<file path="src/rtl/sysid_check_pkg.sv">
// sysid_check_pkg: shared FSM states, fail codes and word addresses for the system-ID check master.
package sysid_check_pkg;
  typedef enum logic [2:0] {IDLE, ID_REQ, ID_WAIT, TS_REQ, TS_WAIT, COMPARE, FINISH} state_e;
  localparam logic [1:0] FAIL_NONE    = 2'd0;
  localparam logic [1:0] FAIL_ID      = 2'd1;
  localparam logic [1:0] FAIL_TS      = 2'd2;
  localparam logic [1:0] FAIL_TIMEOUT = 2'd3;
  localparam logic ADDR_ID = 1'b0;
  localparam logic ADDR_TS = 1'b1;
endpackage

</file>
<file path="src/rtl/sysid_check_master_if.sv">
// sysid_check_master_if: Avalon-MM read-only bus between the check master and the system-ID slave.
interface sysid_check_master_if;
  logic        avm_address;
  logic        avm_read;
  logic        avm_waitrequest;
  logic        avm_readdatavalid;
  logic [31:0] avm_readdata;
  modport master (
    output avm_address, avm_read,
    input  avm_waitrequest, avm_readdatavalid, avm_readdata
  );
  modport slave (
    input  avm_address, avm_read,
    output avm_waitrequest, avm_readdatavalid, avm_readdata
  );
endinterface

</file>
<file path="src/rtl/sysid_check_timeout.sv">
// sysid_check_timeout: loadable saturating down-counter; expired is high while the count sits at zero.
module sysid_check_timeout #(
  parameter int             W    = 16,
  parameter logic [W-1:0]   INIT = '0
) (
  input  logic         clock,
  input  logic         reset_n,
  input  logic         load,
  input  logic         clr,
  input  logic         en,
  input  logic [W-1:0] load_val,
  output logic         expired
);
  logic [W-1:0] cnt_q, cnt_d;
  always_comb begin
    cnt_d = load ? load_val : clr ? '0 : (en && cnt_q != '0) ? cnt_q - 1'b1 : cnt_q;
    expired = cnt_q == '0;
  end
  always_ff @(posedge clock or negedge reset_n)
    if (!reset_n) cnt_q <= INIT;
    else cnt_q <= cnt_d;
endmodule

</file>
<file path="src/rtl/sysid_check_master.sv">
// sysid_check_master: reads ID and timestamp words from the system-ID slave and reports pass/fail.
// Define SYSID_CHECK_PERIODIC_EN to re-run the check automatically every PERIOD_CYCLES.
module sysid_check_master
  import sysid_check_pkg::*;
#(
  parameter logic [31:0] EXPECTED_ID        = 32'd0,
  parameter logic [31:0] EXPECTED_TIMESTAMP = 32'd1423252379,
  parameter int          TIMEOUT_CYCLES     = 255,
  parameter int          MAX_RETRIES        = 2,
  parameter int          PERIOD_CYCLES      = 1000000
) (
  input  logic                        clock,
  input  logic                        reset_n,
  input  logic                        start,
  sysid_check_master_if.master        avm,
  output logic                        busy,
  output logic                        done,
  output logic                        pass,
  output logic [31:0]                 id_q,
  output logic [31:0]                 ts_q,
  output logic [1:0]                  fail_code
);
  if (TIMEOUT_CYCLES < 1 || TIMEOUT_CYCLES > 65535 || MAX_RETRIES < 0 || MAX_RETRIES > 7 ||
      PERIOD_CYCLES < 1) begin : g_bad_param
    $error("sysid_check_master: parameter out of range");
  end
  state_e      state_q, state_d;
  logic        busy_q, busy_d, done_q, done_d, pass_q, pass_d;
  logic        rd_q, rd_d, addr_q, addr_d;
  logic [31:0] id_d, ts_d;
  logic [1:0]  fail_code_q, fail_code_d;
  logic [2:0]  retry_q, retry_d;
  logic        tmr_load, tmr_exp, tmo, go, in_xfer;
  assign in_xfer = state_q inside {ID_REQ, ID_WAIT, TS_REQ, TS_WAIT};
  sysid_check_timeout #(.W(16)) u_timeout (
    .clock    (clock),
    .reset_n  (reset_n),
    .load     (tmr_load),
    .clr      (state_q == IDLE),
    .en       (in_xfer),
    .load_val (16'(TIMEOUT_CYCLES - 1)),
    .expired  (tmr_exp)
  );
`ifdef SYSID_CHECK_PERIODIC_EN
  localparam int PER_W = $clog2(PERIOD_CYCLES + 1);
  logic per_exp, auto_start;
  assign auto_start = per_exp && state_q == IDLE;
  sysid_check_timeout #(.W(PER_W), .INIT(PER_W'(PERIOD_CYCLES - 1))) u_period (
    .clock    (clock),
    .reset_n  (reset_n),
    .load     (auto_start || state_q == FINISH),
    .clr      (1'b0),
    .en       (1'b1),
    .load_val (PER_W'(PERIOD_CYCLES - 1)),
    .expired  (per_exp)
  );
  assign go = start || auto_start;
`else
  assign go = start;
`endif
  always_comb begin
    state_d     = state_q;
    busy_d      = busy_q;
    done_d      = 1'b0;
    pass_d      = pass_q;
    id_d        = id_q;
    ts_d        = ts_q;
    fail_code_d = fail_code_q;
    retry_d     = retry_q;
    tmr_load    = 1'b0;
    tmo         = 1'b0;
    case (state_q)
      IDLE: if (go) begin
        state_d     = ID_REQ;
        busy_d      = 1'b1;
        retry_d     = '0;
        fail_code_d = FAIL_NONE;
        tmr_load    = 1'b1;
      end
      ID_REQ: if (!avm.avm_waitrequest) begin
        if (avm.avm_readdatavalid) begin
          id_d     = avm.avm_readdata;
          state_d  = TS_REQ;
          tmr_load = 1'b1;
        end else state_d = ID_WAIT;
      end else tmo = tmr_exp;
      ID_WAIT: if (avm.avm_readdatavalid) begin
        id_d     = avm.avm_readdata;
        state_d  = TS_REQ;
        tmr_load = 1'b1;
      end else tmo = tmr_exp;
      TS_REQ: if (!avm.avm_waitrequest) begin
        if (avm.avm_readdatavalid) begin
          ts_d    = avm.avm_readdata;
          state_d = COMPARE;
        end else state_d = TS_WAIT;
      end else tmo = tmr_exp;
      TS_WAIT: if (avm.avm_readdatavalid) begin
        ts_d    = avm.avm_readdata;
        state_d = COMPARE;
      end else tmo = tmr_exp;
      COMPARE: begin
        fail_code_d = id_q != EXPECTED_ID ? FAIL_ID :
                      ts_q != EXPECTED_TIMESTAMP ? FAIL_TS : FAIL_NONE;
        state_d     = FINISH;
      end
      FINISH: begin
        done_d  = 1'b1;
        pass_d  = fail_code_q == FAIL_NONE;
        busy_d  = 1'b0;
        state_d = IDLE;
      end
      default: state_d = IDLE;
    endcase
    // A timeout restarts the whole sequence from the ID word while retries remain.
    if (tmo) begin
      if (retry_q < 3'(MAX_RETRIES)) begin
        retry_d  = retry_q + 3'd1;
        state_d  = ID_REQ;
        tmr_load = 1'b1;
      end else begin
        fail_code_d = FAIL_TIMEOUT;
        state_d     = FINISH;
      end
    end
    rd_d   = state_d == ID_REQ || state_d == TS_REQ;
    addr_d = state_d == TS_REQ ? ADDR_TS : ADDR_ID;
  end
  always_ff @(posedge clock or negedge reset_n)
    if (!reset_n) begin
      state_q     <= IDLE;
      busy_q      <= 1'b0;
      done_q      <= 1'b0;
      pass_q      <= 1'b0;
      rd_q        <= 1'b0;
      addr_q      <= ADDR_ID;
      id_q        <= '0;
      ts_q        <= '0;
      fail_code_q <= FAIL_NONE;
      retry_q     <= '0;
    end else begin
      state_q     <= state_d;
      busy_q      <= busy_d;
      done_q      <= done_d;
      pass_q      <= pass_d;
      rd_q        <= rd_d;
      addr_q      <= addr_d;
      id_q        <= id_d;
      ts_q        <= ts_d;
      fail_code_q <= fail_code_d;
      retry_q     <= retry_d;
    end
  assign avm.avm_read    = rd_q;
  assign avm.avm_address = addr_q;
  assign busy            = busy_q;
  assign done            = done_q;
  assign pass            = pass_q;
  assign fail_code       = fail_code_q;
endmodule
</file>
<file path="src/flat_wrapper.sv">
// flat-port wrapper written by rule: the top's interface ports become plain ports
module sysid_check_master_flat import sysid_check_pkg::*;
#(
  parameter logic [31:0] EXPECTED_ID        = 32'd0,
  parameter logic [31:0] EXPECTED_TIMESTAMP = 32'd1423252379,
  parameter int          TIMEOUT_CYCLES     = 255,
  parameter int          MAX_RETRIES        = 2,
  parameter int          PERIOD_CYCLES      = 1000000
)
  (clock, reset_n, start, busy, done, pass, id_q, ts_q, fail_code, avm_avm_address, avm_avm_read, avm_avm_waitrequest, avm_avm_readdatavalid, avm_avm_readdata);
  sysid_check_master_if avm_i ();
  input  logic clock;
  input  logic reset_n;
  input  logic start;
  output logic busy;
  output logic done;
  output logic pass;
  output logic [31:0] id_q;
  output logic [31:0] ts_q;
  output logic [1:0] fail_code;
  output wire logic [$bits(avm_i.avm_address)-1:0] avm_avm_address;
  output wire logic [$bits(avm_i.avm_read)-1:0] avm_avm_read;
  input wire logic [$bits(avm_i.avm_waitrequest)-1:0] avm_avm_waitrequest;
  input wire logic [$bits(avm_i.avm_readdatavalid)-1:0] avm_avm_readdatavalid;
  input wire logic [$bits(avm_i.avm_readdata)-1:0] avm_avm_readdata;
  assign avm_avm_address = avm_i.avm_address;
  assign avm_avm_read = avm_i.avm_read;
  assign avm_i.avm_waitrequest = avm_avm_waitrequest;
  assign avm_i.avm_readdatavalid = avm_avm_readdatavalid;
  assign avm_i.avm_readdata = avm_avm_readdata;
  sysid_check_master #(.EXPECTED_ID(EXPECTED_ID), .EXPECTED_TIMESTAMP(EXPECTED_TIMESTAMP), .TIMEOUT_CYCLES(TIMEOUT_CYCLES), .MAX_RETRIES(MAX_RETRIES), .PERIOD_CYCLES(PERIOD_CYCLES)) u_core (.clock(clock), .reset_n(reset_n), .start(start), .avm(avm_i), .busy(busy), .done(done), .pass(pass), .id_q(id_q), .ts_q(ts_q), .fail_code(fail_code));
endmodule
</file>
<file path="config.mk">
export PLATFORM = sky130hd
export DESIGN_NAME = sysid_check_master_flat
export DESIGN_NICKNAME = d
export VERILOG_FILES = /design/src/rtl/sysid_check_pkg.sv /design/src/rtl/sysid_check_master_if.sv /design/src/rtl/sysid_check_timeout.sv /design/src/rtl/sysid_check_master.sv /design/src/flat_wrapper.sv
export SDC_FILE = /design/constraint.sdc
export NUM_CORES = 1
export LEC_CHECK = 0
export CAP_MARGIN = 10
export CORE_AREA = 3 3 98 100
export DETAILED_ROUTE_END_ITERATION = 10
export DIE_AREA = 0 0 101 103
export PLACE_DENSITY = 0.8
export SYNTH_ARGS = -nofsm -noshare
export SYNTH_HDL_FRONTEND = slang
export SYNTH_SLANG_ARGS = --single-unit
</file>
<file path="constraint.sdc">
create_clock -name clock -period 3.35 [get_ports clock]
set_input_delay 0.5025 -clock clock [delete_from_list [all_inputs] [get_ports clock]]
set_output_delay 0.5025 -clock clock [all_outputs]
set_load 0.02 [all_outputs]
</file>
* Yosys cells after proc, flatten, opt, wreduce, memory -nomap -nowiden
Index checks and enable logic that the tools add are counted. Widths: inputs -> output; s select.
Word-level totals: output and inout port bits 71, bits in registers 93, logic and storage cells 85
Cells by class: magnitude comparators 1, $add $sub $neg 2, muxes and demuxes 42, equality and inequality tests 12, reduce and logical (&&, ||, !) cells 17
Operators by type and width (number):
- $mux 32 | 4
- $pmux 32 s2 | 2
- $mux 16 | 3
- $mux 3 | 11
- $ne 32x31->1 const B | 1
- $reduce_bool 32->1 | 1
- $pmux 3 s6 | 1
- $logic_not 16->1 | 1
- $reduce_bool 16->1 | 1
- $sub 16x1->16 const B | 1
- $mux 1 | 12
- $mux 2 | 5
- $eq 3x2->1 const B | 3
- $eq 3x3->1 const B | 3
- $eq 3x1->1 const B | 2
- $ne 2x2->1 const B | 3
- $reduce_and 2->1 | 3
- $reduce_bool 2->1 | 3
- $pmux 1 s2 | 2
- $pmux 2 s2 | 1
- $reduce_bool 4->1 | 1
- $reduce_or 2->1 | 2
- $add 3x1->3 const B | 1
- $logic_not 3->1 | 1
- 6 further kinds | 6

* Logic depth before layout (Yosys ltp)
depth in word-level cells 6, gate-level depth with buffers 7, gate-level depth less buffers 6

* Hierarchy
From an unflattened synthesis, not the netlist that was laid out.
Unflattened totals: cells, all modules 352, area total of the unflattened synthesis 4289.1 µm²
By module, submodules not included:
- sysid_check_master | seq. area each 1926.8 µm², instances 1, cells an instance 230, area each 3234.4 µm²
- sysid_check_timeout | seq. area each 400.4 µm², instances 1, cells an instance 122, area each 1054.8 µm²

* Least setup slack after synthesis
Ideal clock, no wire load.
path kind register to register, start register u_core.u_timeout.cnt_q[8], end register u_core.u_timeout.cnt_q[13], data required time 3230 ps, arrival 1657 ps, buffers on the path 0, stages on the path, launching flop included 6, path slack 1574 ps, setup time 120 ps, cells stage by stage dfrtp_1 -> or4_4 -> a2111oi_4 -> nand4_1 -> xor2_1 -> nor2_2
On the way: word-level cells in the longest chain between the ends 5, elaborated cells between the ends (all ways) 12, classes of those cells add/sub: 1; mux: 7; reduce/logical: 4
Ends and longest elaborated chain:
- start, declared | line sysid_check_timeout.sv:14 | logic [W-1:0] cnt_q, cnt_d;
- start signal, assigned | line sysid_check_timeout.sv:21 | else cnt_q <= cnt_d;
- branches (longest 5 deep; another with $sub 16x1->16)
Parallel ways; which one is timed is not known. The select of a mux whose other input is x is not followed. A chain may end at the register's enable or synchronous reset.

* Final worst setup path
start register u_core.state_q[1], end register u_core.u_timeout.cnt_q[4]
On the way: word-level cells in the longest chain between the ends 5, elaborated cells between the ends (all ways) 16, classes of those cells eq/ne: 4; mux: 6; reduce/logical: 6
Ends and longest elaborated chain:
- start, declared | line sysid_check_master.sv:27 | state_e state_q, state_d;
- start signal, assigned | line sysid_check_master.sv:142 | state_q <= state_d;
- $eq 3x2->1, or another cell as far along | line sysid_check_master.sv:34, sysid_check_master.sv:72
- $pmux 1 s3 or $reduce_or 2->1 (tied branches)
- $mux 1 or $pmux 1 s2 (tied branches) | line sysid_check_master.sv:117, sysid_check_master.sv:72
- $mux 1 | line sysid_check_master.sv:116 | if (tmo) begin
- $reduce_bool 3->1 (no source line) or $mux 16 (tied branches)
Several ways; a longest one is shown, not always the timed one.

==> impl_results.md <==
- Result of the run: completed
- Post-synth EDFFs: 0
- Number of levels in the clock H-tree: 3
- PwrDens: 992 nW/um2
- Inserted Clock Buffers: 9
- Routed via count: 3260
- Total congestion overflow after global routing: 0
- Number of diodes: 0
- Final HPWL DP: 7.93 mm
- Synthesized instance count: 357
- Number of antenna violations at the first check in global routing: 0
- Via count of the first global-routing pass: 3542
- Overall die height: 103 um
- Iteration-0 DRC count of the detailed router: 113
- Required time worst endpoint: 3.57 ns
- Count of buffers added by post-CTS timing repair for setup: 0
- Endpoints failing setup: 0
- Chip width: 101 um
- Post-synth ARST share: 100%
- Met2 layer usage reported by global route: 37.8%
- Final count of hold timing violations: 0
- P&R area growth vs syn: 30.8%
- Total die area: 10400 um2
- TritonCTS clock tree: built
- Cell Count, Final, Fillers Out: 576
- Number of max-cap violations: 0
- Detailed-route vias per instance: 5.66
- Final clock skew: 0.00752 ns
- Hold slack final: 0.264 ns
- Most used routing layer: met2
- Number of synthesized register bits: 93
- Crit. End Element: flop
- Detail-routed net length per standard cell: 18.9 um
- Data arrival time of the worst path: 2.42 ns
- Met3 Track Usage GR: 6.63%
- Share of the clock period used by the worst path after layout: 65.6%
- Hold buffer count at CTS: 0
- Unrepaired setup endpoints after global routing: false
- Final Wtd Congestion: 0.853
- Drc violations: 0
- Post-route antenna net violation count: 0
- Maximum resistive drop on vdd: 0.000670 V
- Source-to-sink clock delay at the later pin of the worst-skew pair: 0.35 ns
- Count of different cell masters after synthesis: 65
- Top FF cell, synth: dfrtp_1
- Slew at the pin closest to its max-slew limit: 0.907 ns
- Cell type of the slowest stage on the worst timing path: dfrtp_1
- Input/output buffers: 107
- Critical path start-end classification: reg -> reg
- Max clock buf depth: 2
- Max stage delay on crit path: 0.56 ns
- Clock slew at reported path FFs: 0.09 ns
- Post-layout net count: 503
- Post-synthesis sequential area ratio: 52.8%
- Cell family with most CP delay: compound AO/OA/AOI/OAI gates
- Initial Utilization: 50.3%
- Synthesized Nets: 397
- Max Clk Rate: 0.455 GHz
- Number of top-level pins: 108
- Core region area: 8760 um2
- Global-route track usage on met1: 28.6%
- Post-CTS resize count: 0
- Routed Wire Length: 10.9 mm
- Share of layout cells above drive strength 1: 19.9%
- Root Driver: clkbuf_8
- Setup tns final: 0 ns
- Final Max Slew Viols: 0
- DRT Pass-1 Iters: 4
- Type of origin of the critical path: flop
- Syn_area_per_cell: 12.3 um2
- First-pass GRT wire length: 18.1 mm
- Min-Delay Path Class: in -> async
- Most common cell after layout, fill and taps aside: clkdlybuf4s50_1
- Leakage: 0.00235 uW
- # placed instances: 560
- Count of buffering cells on the critical path with inverters included: 0
- Commonest non-fill, non-tap cells in the layout: 106 x clkdlybuf4s50_1, 93 x dfrtp_1, 50 x mux2_2
- Row cnt: 34
- Slew headroom: 39.6%
- Clock sink total: 93
- Global-route usage over all layers: 22.4%
- Cells along the critical path: o21ai_2 -> nand3_1 -> o31a_1 -> a211oi_1 -> o21ai_1
- Final critical-path required period: 2.20 ns
- Yosys warns: 0
- Maximum fanout along the worst path: 16
- Largest net degree at the start of global routing: 72
- Post-synth design cell area: 4400 um2
Yosys cell counts (4+ instances only):
cell      instances  area (um2)
mux2_1           14         158
o21ai_1           6        30.0
nor4_1            8        50.1
nor2b_1           4        25.0
a211oi_1          4        30.0
buf_2            10        50.1
nand3_1           6        30.0
inv_1             7        26.3
a21oi_1           6        30.0
o21ai_0          11        55.1
nand4_1           7        43.8
mux2_2           50         563
nor2_1           21        78.8
dfrtp_1          93        2330
xnor2_1           5        43.8
nand2_1          17        63.8
nor3_1            9        45.0
buf_4             4        30.0
logic make-up after synthesis:
kind of cell,share of synthesized area [%]
flops,52.8
buf+inv,2.59
simple gates,15.5
fa+ha+maj,1.08
xor+xnor,1.59
mux,16.8
compound gates,9.63
metrics by stage:
stage | area, um2 | util (%) | power (uW) | worst slack, ns
after global routing | 5760 | 65.7 | 6060 | 0.975
after CTS | 5760 | 65.7 | 5760 | 1.17
after global placement | 5560 | 63.5 | 4920 | 0.953
after detailed placement | 5560 | 63.5 | 4980 | 0.910
after floorplan | 4400 | - | 3700 | 1.57
final | 5760 | 65.7 | 5720 | 1.15
per-layer routing:
layer	up-vias	wire length, um	share of wire [%]
li1	1532	-	-
met1	1621	4560	42
met2	98	5430	50
met3	9	810	7.4
met4	0	98	0.90
met5	-	0	0
flip-flops by register name (all words and copies together) (netlist names):
register,count
u_core.fail_code,2
u_core.id_q,32
u_core.busy,1
u_core.pass,1
u_core.avm.avm_address,1
u_core.u_timeout.cnt_q,16
u_core.done,1
u_core.state_q,3
u_core.avm.avm_read,1
u_core.retry_q,3
u_core.ts_q,32
report_power, final:
| part | total, uW | internal [uW] | switching [uW] | leakage, uW |
|---|---|---|---|---|
| sequential | 2140 | 1620 | 517 | 0.00113 |
| clock | 747 | 348 | 400 | 0.0000996 |
| combinational | 2830 | 1420 | 1410 | 0.00112 |
final timing paths:
kind / startpoint / to / slack (ns) / depth (start not counted)
setup reg to reg: u_core.state_q[1]$_DFF_PN0_ / u_core.u_timeout.cnt_q[4]$_DFFE_PN0P_ / 1.15 / 5
hold reg to reg: u_core.retry_q[0]$_DFF_PN0_ / u_core.retry_q[0]$_DFF_PN0_ / 0.49 / 1
max in group asynchronous: reset_n / u_core.ts_q[0]$_DFFE_PN0P_ / 2.33 / 2
hold / removal: reset_n / u_core.u_timeout.cnt_q[2]$_DFFE_PN0P_ / 0.26 / 1
setup / recovery: u_core.state_q[1]$_DFF_PN0_ / u_core.u_timeout.cnt_q[4]$_DFFE_PN0P_ / 1.15 / 5
min in group clock: u_core.retry_q[0]$_DFF_PN0_ / u_core.retry_q[0]$_DFF_PN0_ / 0.49 / 1
cell type report:
| cell class | instances | area [um2] |
|---|---|---|
| Fill cell | 650 | 3000 |
| Sequential cell | 93 | 2330 |
| Multi-Input combinational cell | 241 | 1970 |
| Timing Repair Buffer | 111 | 1100 |
| Tap cell | 108 | 135 |
| Clock buffer | 9 | 124 |
| Clock inverter | 7 | 73.8 |
| Inverter | 7 | 26.3 |
(Power assumes the default switching activity.)
